--- config.mk ---
export PLATFORM = sky130hd
export DESIGN_NAME = calc_sequencer
export DESIGN_NICKNAME = d
export VERILOG_FILES = /design/src/rtl/calc_pkg.sv /design/src/rtl/key_debounce.sv /design/src/rtl/calc_sequencer.sv
export SDC_FILE = /design/constraint.sdc
export NUM_CORES = 1
export LEC_CHECK = 0
export CAP_MARGIN = 20
export CORE_ASPECT_RATIO = 0.5
export CORE_UTILIZATION = 50
export CTS_CLUSTER_DIAMETER = 100
export DETAILED_ROUTE_END_ITERATION = 8
export PLACE_DENSITY = 0.79
export SLEW_MARGIN = 30
export SYNTH_ARGS = -nofsm -noshare
export SYNTH_HDL_FRONTEND = slang
export SYNTH_SLANG_ARGS = --single-unit
--- constraint.sdc ---
create_clock -name clock -period 2.2 [get_ports clock]
set_input_delay 0.22 -clock clock [delete_from_list [all_inputs] [get_ports clock]]
set_output_delay 0.22 -clock clock [all_outputs]
set_load 0.005 [all_outputs]
--- src/rtl/calc_pkg.sv ---
// Shared encodings for the keypad calculator sequencer: state codes, LED phase codes,
// the registered control-output bundle and the FSM transition/decode helpers.
package calc_pkg;

  localparam int unsigned ST_W  = 3;
  localparam int unsigned OPS_W = 8;

  typedef logic [ST_W-1:0] state_t;

  localparam state_t S_A_ENTRY = 3'd0;
  localparam state_t S_LOAD_A  = 3'd1;
  localparam state_t S_B_ENTRY = 3'd2;
  localparam state_t S_LOAD_B  = 3'd3;
  localparam state_t S_CALC    = 3'd4;
  localparam state_t S_RESULT  = 3'd5;
  localparam state_t S_ERROR   = 3'd6;

  localparam logic [1:0] LED_A   = 2'b00;
  localparam logic [1:0] LED_B   = 2'b01;
  localparam logic [1:0] LED_RES = 2'b10;
  localparam logic [1:0] LED_ERR = 2'b11;

  localparam logic [OPS_W-1:0] OPS_MAX = 8'd255;

  typedef struct packed {
    logic       ld_a;
    logic       ld_b;
    logic       ld_r;
    logic       ld_ou;
    logic       iu_au;
    logic       err;
    logic [1:0] led;
  } ctrl_t;

  // Moore output decode; load/calc states keep the LED of the phase being completed
  function automatic ctrl_t decode(input state_t st);
    ctrl_t c;
    c       = '0;
    c.iu_au = 1'b1;
    c.led   = LED_A;
    case (st)
      S_A_ENTRY: c.led = LED_A;
      S_LOAD_A:  c.ld_a = 1'b1;
      S_B_ENTRY: c.led = LED_B;
      S_LOAD_B:  begin c.ld_b = 1'b1; c.led = LED_B; end
      S_CALC:    begin c.ld_r = 1'b1; c.led = LED_B; end
      S_RESULT:  begin c.ld_ou = 1'b1; c.iu_au = 1'b0; c.led = LED_RES; end
      S_ERROR:   begin c.err = 1'b1; c.led = LED_ERR; end
      default:   c.led = LED_A;
    endcase
    return c;
  endfunction

  // key_invalid only matters in the cycle a press is presented
  function automatic state_t next_state(input state_t st, input logic press,
                                        input logic key_invalid);
    state_t nxt;
    nxt = st;
    case (st)
      S_A_ENTRY: if (press) nxt = key_invalid ? S_ERROR : S_LOAD_A;
      S_LOAD_A:  nxt = S_B_ENTRY;
      S_B_ENTRY: if (press) nxt = key_invalid ? S_ERROR : S_LOAD_B;
      S_LOAD_B:  nxt = S_CALC;
      S_CALC:    nxt = S_RESULT;
      S_RESULT:  if (press) nxt = S_A_ENTRY;
      S_ERROR:   if (press) nxt = S_A_ENTRY;
      default:   nxt = S_A_ENTRY;
    endcase
    return nxt;
  endfunction

endpackage

--- src/rtl/key_debounce.sv ---
// Enter-button conditioner: two-flop synchronizer, stability counter and a one-cycle
// press pulse on each accepted release->press transition.
module key_debounce #(
  parameter int unsigned DEBOUNCE_CYCLES = 50000,
  parameter int unsigned DB_CNT_W        = 16
) (
  input  logic clock,
  input  logic reset,
  input  logic btn_n,
  output logic press
);

  logic                r_sync1;
  logic                r_sync2;
  logic                r_level;
  logic                r_level_d;
  logic                r_armed;
  logic                r_press;
  logic [1:0]          r_vld;
  logic [DB_CNT_W-1:0] r_cnt;
  logic [DB_CNT_W-1:0] w_cnt_inc;

  assign w_cnt_inc = r_cnt + DB_CNT_W'(1);

  // r_armed blocks a press until the button has been seen released after reset,
  // so a button held through reset cannot fire; r_vld masks the reset-filled syncs.
  always_ff @(posedge clock) begin
    if (reset) begin
      r_sync1   <= 1'b1;
      r_sync2   <= 1'b1;
      r_level   <= 1'b1;
      r_level_d <= 1'b1;
      r_armed   <= 1'b0;
      r_press   <= 1'b0;
      r_vld     <= 2'b00;
      r_cnt     <= '0;
    end else begin
      r_sync1 <= btn_n;
      r_sync2 <= r_sync1;
      r_vld   <= {r_vld[0], 1'b1};
      if (r_vld[1] && r_sync2) begin
        r_armed <= 1'b1;
      end
      if (r_sync2 == r_level) begin
        r_cnt <= '0;
      end else if (w_cnt_inc == DB_CNT_W'(DEBOUNCE_CYCLES)) begin
        r_level <= r_sync2;
        r_cnt   <= '0;
      end else begin
        r_cnt <= w_cnt_inc;
      end
      r_level_d <= r_level;
      r_press   <= r_armed & r_level_d & ~r_level;
    end
  end

  assign press = r_press;

endmodule

--- src/rtl/calc_sequencer.sv ---
// Keypad calculator control: sequences A load, B load, result capture and display from
// debounced enter presses, and counts completed calculations.
module calc_sequencer
  import calc_pkg::*;
#(
  parameter int unsigned DEBOUNCE_CYCLES = 50000,
  parameter int unsigned DB_CNT_W        = 16
) (
  input  logic             clock,
  input  logic             reset,
  input  logic             enter_n,
  input  logic             key_invalid,
  output logic             ld_a,
  output logic             ld_b,
  output logic             ld_r,
  output logic             ld_ou,
  output logic             iu_au,
  output logic             err,
  output logic [1:0]       led,
  output logic [OPS_W-1:0] ops_done
);

  logic             w_press;
  state_t           w_next;
  state_t           r_state;
  ctrl_t            r_ctrl;
  logic [OPS_W-1:0] r_ops;

  key_debounce #(
    .DEBOUNCE_CYCLES (DEBOUNCE_CYCLES),
    .DB_CNT_W        (DB_CNT_W)
  ) u_debounce (
    .clock (clock),
    .reset (reset),
    .btn_n (enter_n),
    .press (w_press)
  );

  assign w_next = next_state(r_state, w_press, key_invalid);

  // Outputs are registered from the next state so they line up with r_state
  always_ff @(posedge clock) begin
    if (reset) begin
      r_state <= S_A_ENTRY;
      r_ctrl  <= decode(S_A_ENTRY);
      r_ops   <= '0;
    end else begin
      r_state <= w_next;
      r_ctrl  <= decode(w_next);
      if (r_state == S_CALC && r_ops != OPS_MAX) begin
        r_ops <= r_ops + OPS_W'(1);
      end
    end
  end

  assign ld_a     = r_ctrl.ld_a;
  assign ld_b     = r_ctrl.ld_b;
  assign ld_r     = r_ctrl.ld_r;
  assign ld_ou    = r_ctrl.ld_ou;
  assign iu_au    = r_ctrl.iu_au;
  assign err      = r_ctrl.err;
  assign led      = r_ctrl.led;
  assign ops_done = r_ops;

endmodule

# [After elaboration in Yosys (flattened, before gate mapping)]
# Cells that the tools add are included.
# W data, S select, Z words.
[word_totals] reg_bits=43
[classes] bitwise_logic=4 n_reduce_logical=7 n_eq_ne=15 muxes=13 add_sub_neg=2
[op_table] operator="$eq A3 B3 Y1 const B" count=6
[op_table] operator="$pmux W3 S6" count=1
[op_table] operator="$add A16 B1 Y16 const B" count=1
[op_table] operator="$eq A16 B16 Y1 const B" count=1
[op_table] operator="$mux W3" count=5
[op_table] operator="$eq A3 B2 Y1 const B" count=4
[op_table] operator="$add A8 B1 Y8 const B" count=1
[op_table] operator="$ne A8 B8 Y1 const B" count=1
[op_table] operator="$eq A3 B1 Y1 const B" count=2
[op_table] operator="$pmux W2 S3" count=1
[op_table] operator="$reduce_or A3 Y1" count=2
[op_table] operator="$mux W1" count=5
[op_table] operator="$logic_not A3 Y1" count=1
[op_table] operator="$and A1 B1 Y1" count=2
[op_table] operator="$logic_and A1 B1 Y1" count=2
[op_table] operator="$mux W2" count=1
[op_table] operator="$not A1 Y1" count=2
[op_table] operator="$reduce_and A2 Y1" count=1
[op_table] operator="$reduce_or A2 Y1" count=1
[op_table] operator="$eq A1 B1 Y1" count=1

# [Depth between registers and ports, before layout]
[depth] depth_word=6 mapped_depth=8 depth_no_buf=7

# [By module]
# A second synthesis with hierarchy kept.
[hier_totals] cells_unflattened=201 area_unflattened_um2=1896.8
[modules_own_cells] mod="key_debounce" n_inst=1 area_per_inst_um2=1107.3 cells_per_inst=113
[modules_own_cells] mod="calc_sequencer" n_inst=1 area_per_inst_um2=789.5 cells_per_inst=88

# [Least setup slack after synthesis]
# OpenSTA, ideal clock, no wires.
[synth_timing] path_kind="register -> register" from="register u_debounce.r_cnt[0]" to="register u_debounce.r_cnt[14]" setup_slack_ps=32 path_stages_with_launch=8 t_arrival_ps=2035 n_path_buf=0 required_ps=2067 path_cell_list="dfxtp_1 -> ha_1 -> nand3_2 -> or4_4 -> nor3_2 -> a31oi_1 -> o41ai_4 -> nor2_1"
[synth_via] elab_chain_len=3
[synth_lines] item="from (decl)" line="key_debounce.sv:20" text="logic [DB_CNT_W-1:0] r_cnt;"
[synth_lines] item="from (signal assigned)" line="key_debounce.sv:50" text="r_cnt <= w_cnt_inc;"
[synth_lines] item="$add A16 B1 Y16 *" line="key_debounce.sv:23" text="assign w_cnt_inc = r_cnt + DB_CNT_W'(1);"
[synth_lines] item="$eq A16 B16 Y1" line="key_debounce.sv:46" text="end else if (w_cnt_inc == DB_CNT_W'(DEBOUNCE_CYCLES)) begin"
[synth_lines] item="$reduce_or A3 Y1 (no source line)"
# Every way passes the cells marked *; elsewhere a longest branch is shown, timed or not.
# A chain may end at the register's enable or synchronous reset.

# [Worst setup path in the final report]
[layout_timing] from="register u_debounce.r_cnt[1]" to="register u_debounce.r_cnt[9]"
# Same word-level chain as after synthesis.

==> impl_metrics.csv <==
group,metric,value,unit
finish,mostFrequentLayoutCells,"dfxtp_1, nor2_1, clkdlybuf4s50_1",
global_routing,grt_max_degree,23,
die,io_pins,20,
sta,hold_viol,0,
power,p_leak,0.000825,uW
placement,dp_cells,279,
detailed_routing,first_pass_iters,8,
detailed_routing,vias_per_cell,5.41,
logic_synthesis,seq_area_frac_synth,0.456,
finish,antennaDiodeCount,0,
finish,drive_gt1_frac,0.151,
detailed_routing,drc,0,
placement,gp_congestion,0.842,
logic_synthesis,ys_ff_latch,43,
logic_synthesis,synth_area_per_cell,9.03,um2
sta,timing.hold.ws,414,ps
global_routing,grtUsageTotal,0.206,
sta,relSlewSlack,0.719,
finish,post-route-util,0.655,
detailed_routing,ant_nets,0,
finish,synthToLayoutAreaGrowth,22.5,%
placement,numPortBuffers,19,
sta,tns,0,ps
clocking,clock_path_buffers,2,
clocking,postCtsHoldBufs,0,
finish,layout.cells.non_filler,289,
detailed_routing,vias,1563,
sta,timing.final.crit_period,2080,ps
worst_setup_path,start_kind,"flip-flop",
global_routing,grt_pass1_wl,6010,um
finish,stdcell_area,2310,um2
sta,timing.final.crit_share,0.947,
global_routing,grt_overflow,0,
detailed_routing,routedWlPerCell,13.0,um
die,start_util,0.535,
die,die_h,45.4,um
logic_synthesis,async_reset_ff_frac,0,
sta,max_freq,480,MHz
min_path,hp-class,"flip-flop to flip-flop",
logic_synthesis,synth.distinct_cells,39,
worst_setup_path,critical_path.startpoint,"u_debounce.r_cnt[1]",
logic_synthesis,synth_top_area_share,0.456,
power,powerDensity,581,nW/um2
finish,regArea,862,um2
clocking,clk_latency,300,ps
clocking,ctsHtreeMaxLevel,2,
die,rows,15,
sta,slew_viol_final,0,
min_path,min_from,"u_debounce.r_sync1",
logic_synthesis,yosysWarnings,0,
run,maxCapViolations,0,
global_routing,grt_antenna_before_repair,0,
worst_setup_path,worstSetupEndpointType,"flip-flop",
clocking,tritoncts,"built",
clocking,clock-root-buffer,"clkbuf_8",
finish,num-fill-cells,316,
worst_setup_path,cp.required,2380,ps
finish,multiInputGateArea,985,um2
placement,placed_area,2170,um2
logic_synthesis,netlist_instances,209,
worst_setup_path,worstPathArrival,2260,ps
global_routing,first_global_vias,1367,
detailed_routing,drt_iter0_markers,37,
sta,worstMarginPinSlew,415,ps
sta,setup_viol,0,
finish,final_common_cell,"dfxtp_1",
worst_setup_path,worstPathMaxFanout,8,
sta,finClkSkew,4.94,ps
logic_synthesis,synth-edff-count,0,
outcome,status,"finished, final reports clean",
logic_synthesis,syn_area,1890,um2
placement,detailed_place_hpwl,2530,um
logic_synthesis,synthFlopType,"dfxtp_1",
logic_synthesis,yosys-top-cells-area,"dfxtp_1, nor2_1, xor2_1",
clocking,clkTransAtPathRegs,80,ps
clocking,cts_buffers,5,
clocking,numClockSinks,43,
logic_synthesis,synth_largest_area_cell,"dfxtp_1",
die,core,3530,um2
worst_setup_path,worstSetupPathType,"flip-flop to flip-flop",
detailed_routing,wirelength,3760,um
finish,fin_nets,244,
die,die_w,88.9,um
die,fp.dieArea,4040,um2
logic_synthesis,postSynthNetCount,216,
worst_setup_path,timing.rr.start,"u_debounce.r_cnt[1]",
power,irDropWorstVdd,0.353,mV
==> critical path, cell delays in order (launching register included) <==
cell	delay, ps
dfxtp_1	360
ha_2	230
and3_1	250
nand4_4	150
mux2i_1	230
a31oi_2	160
o41ai_4	370
buf_6	170
nor2_1	40
==> area by class of cell <==
| cell class | count | share of cell area |
|---|---|---|
| Tap cell | 51 | 0.0276 |
| Inverter | 7 | 0.0114 |
| Timing Repair Buffer | 30 | 0.120 |
| Sequential cell | 43 | 0.373 |
| Clock buffer | 6 | 0.0357 |
| Multi-Input combinational cell | 150 | 0.426 |
| Clock inverter | 2 | 0.00703 |
==> cells by family after synthesis <==
| group | share of synthesized area |
|---|---|
| muxes | 0.0219 |
| DFF | 0.456 |
| xor gates and xnor gates | 0.0975 |
| AOI/OAI and AO/OA | 0.0756 |
| and+or+nand+nor | 0.294 |
| buffers and inverters | 0.0351 |
| adders and majority gates | 0.0199 |
==> through the flow <==
step	setup WS [ps]	power, uW
floorplan	31.7	816
global placement	97.9	827
detailed placement	-3.53	828
CTS	76.9	1350
global route	-3.40	1400
finish	116	1340
==> final timing paths <==
kind                          to  slack [ps]  depth (start not counted)
min           u_debounce.r_sync2         410                          1
max          u_debounce.r_cnt[9]         120                          8
min reg2reg   u_debounce.r_sync2         410                          1
max reg2reg  u_debounce.r_cnt[9]         120                          8
==> state kept, by name, indices dropped and copies added, names as in the netlist <==
register              flops
ld_r                      1
ops_done                  8
u_debounce.r_level        1
u_debounce.r_armed        1
ld_ou                     1
u_debounce.press          1
err                       1
u_debounce.r_cnt         16
u_debounce.r_level_d      1
iu_au                     1
ld_a                      1
u_debounce.r_vld          2
u_debounce.r_sync2        1
ld_b                      1
u_debounce.r_sync1        1
led                       2
r_state                   3
==> power breakdown <==
part	total [uW]	switching (uW)	leakage [uW]	internal, uW
sequential	785	2.00	0.000348	783
combinational	25.4	13.8	0.000430	11.7
clock	532	276	0.0000474	256
total	1340	292	0.000825	1050
==> cells in the mapped netlist (2+ instances only) <==
library cell / n
nand2_1: 12
or3_1: 2
xor2_1: 12
ha_1: 3
nand3b_1: 3
or2_2: 3
dfxtp_1: 43
nand3_1: 8
clkbuf_1: 6
o21ai_0: 3
nand3_2: 2
and2_1: 2
nor3_1: 6
mux2i_1: 3
nor3b_1: 4
nand4_1: 7
nor2_1: 33
and3_1: 6
and4_1: 3
nor2b_1: 3
a21oi_1: 11
inv_1: 7
nand2b_1: 2
xnor2_1: 9
buf_2: 2
==> layer usage <==
metal  routed length (um)  vias up  GRT usage
met3                  140        6     0.0761
met1                 1760      755      0.243
met4                   56        0     0.0839
met2                 1800       33      0.349
met5                    0        -          0
li1                     -      769          -
==> what timing repair did <==
action / CTS / global route
resized for setup: 1 / 6
hold endpoints to repair: 0 / 0
pin swaps: 1 / 1
buffers inserted: 1 / 1
endpoints found under the setup margin: 6 / 9
Power figures use the tool's default switching activity.
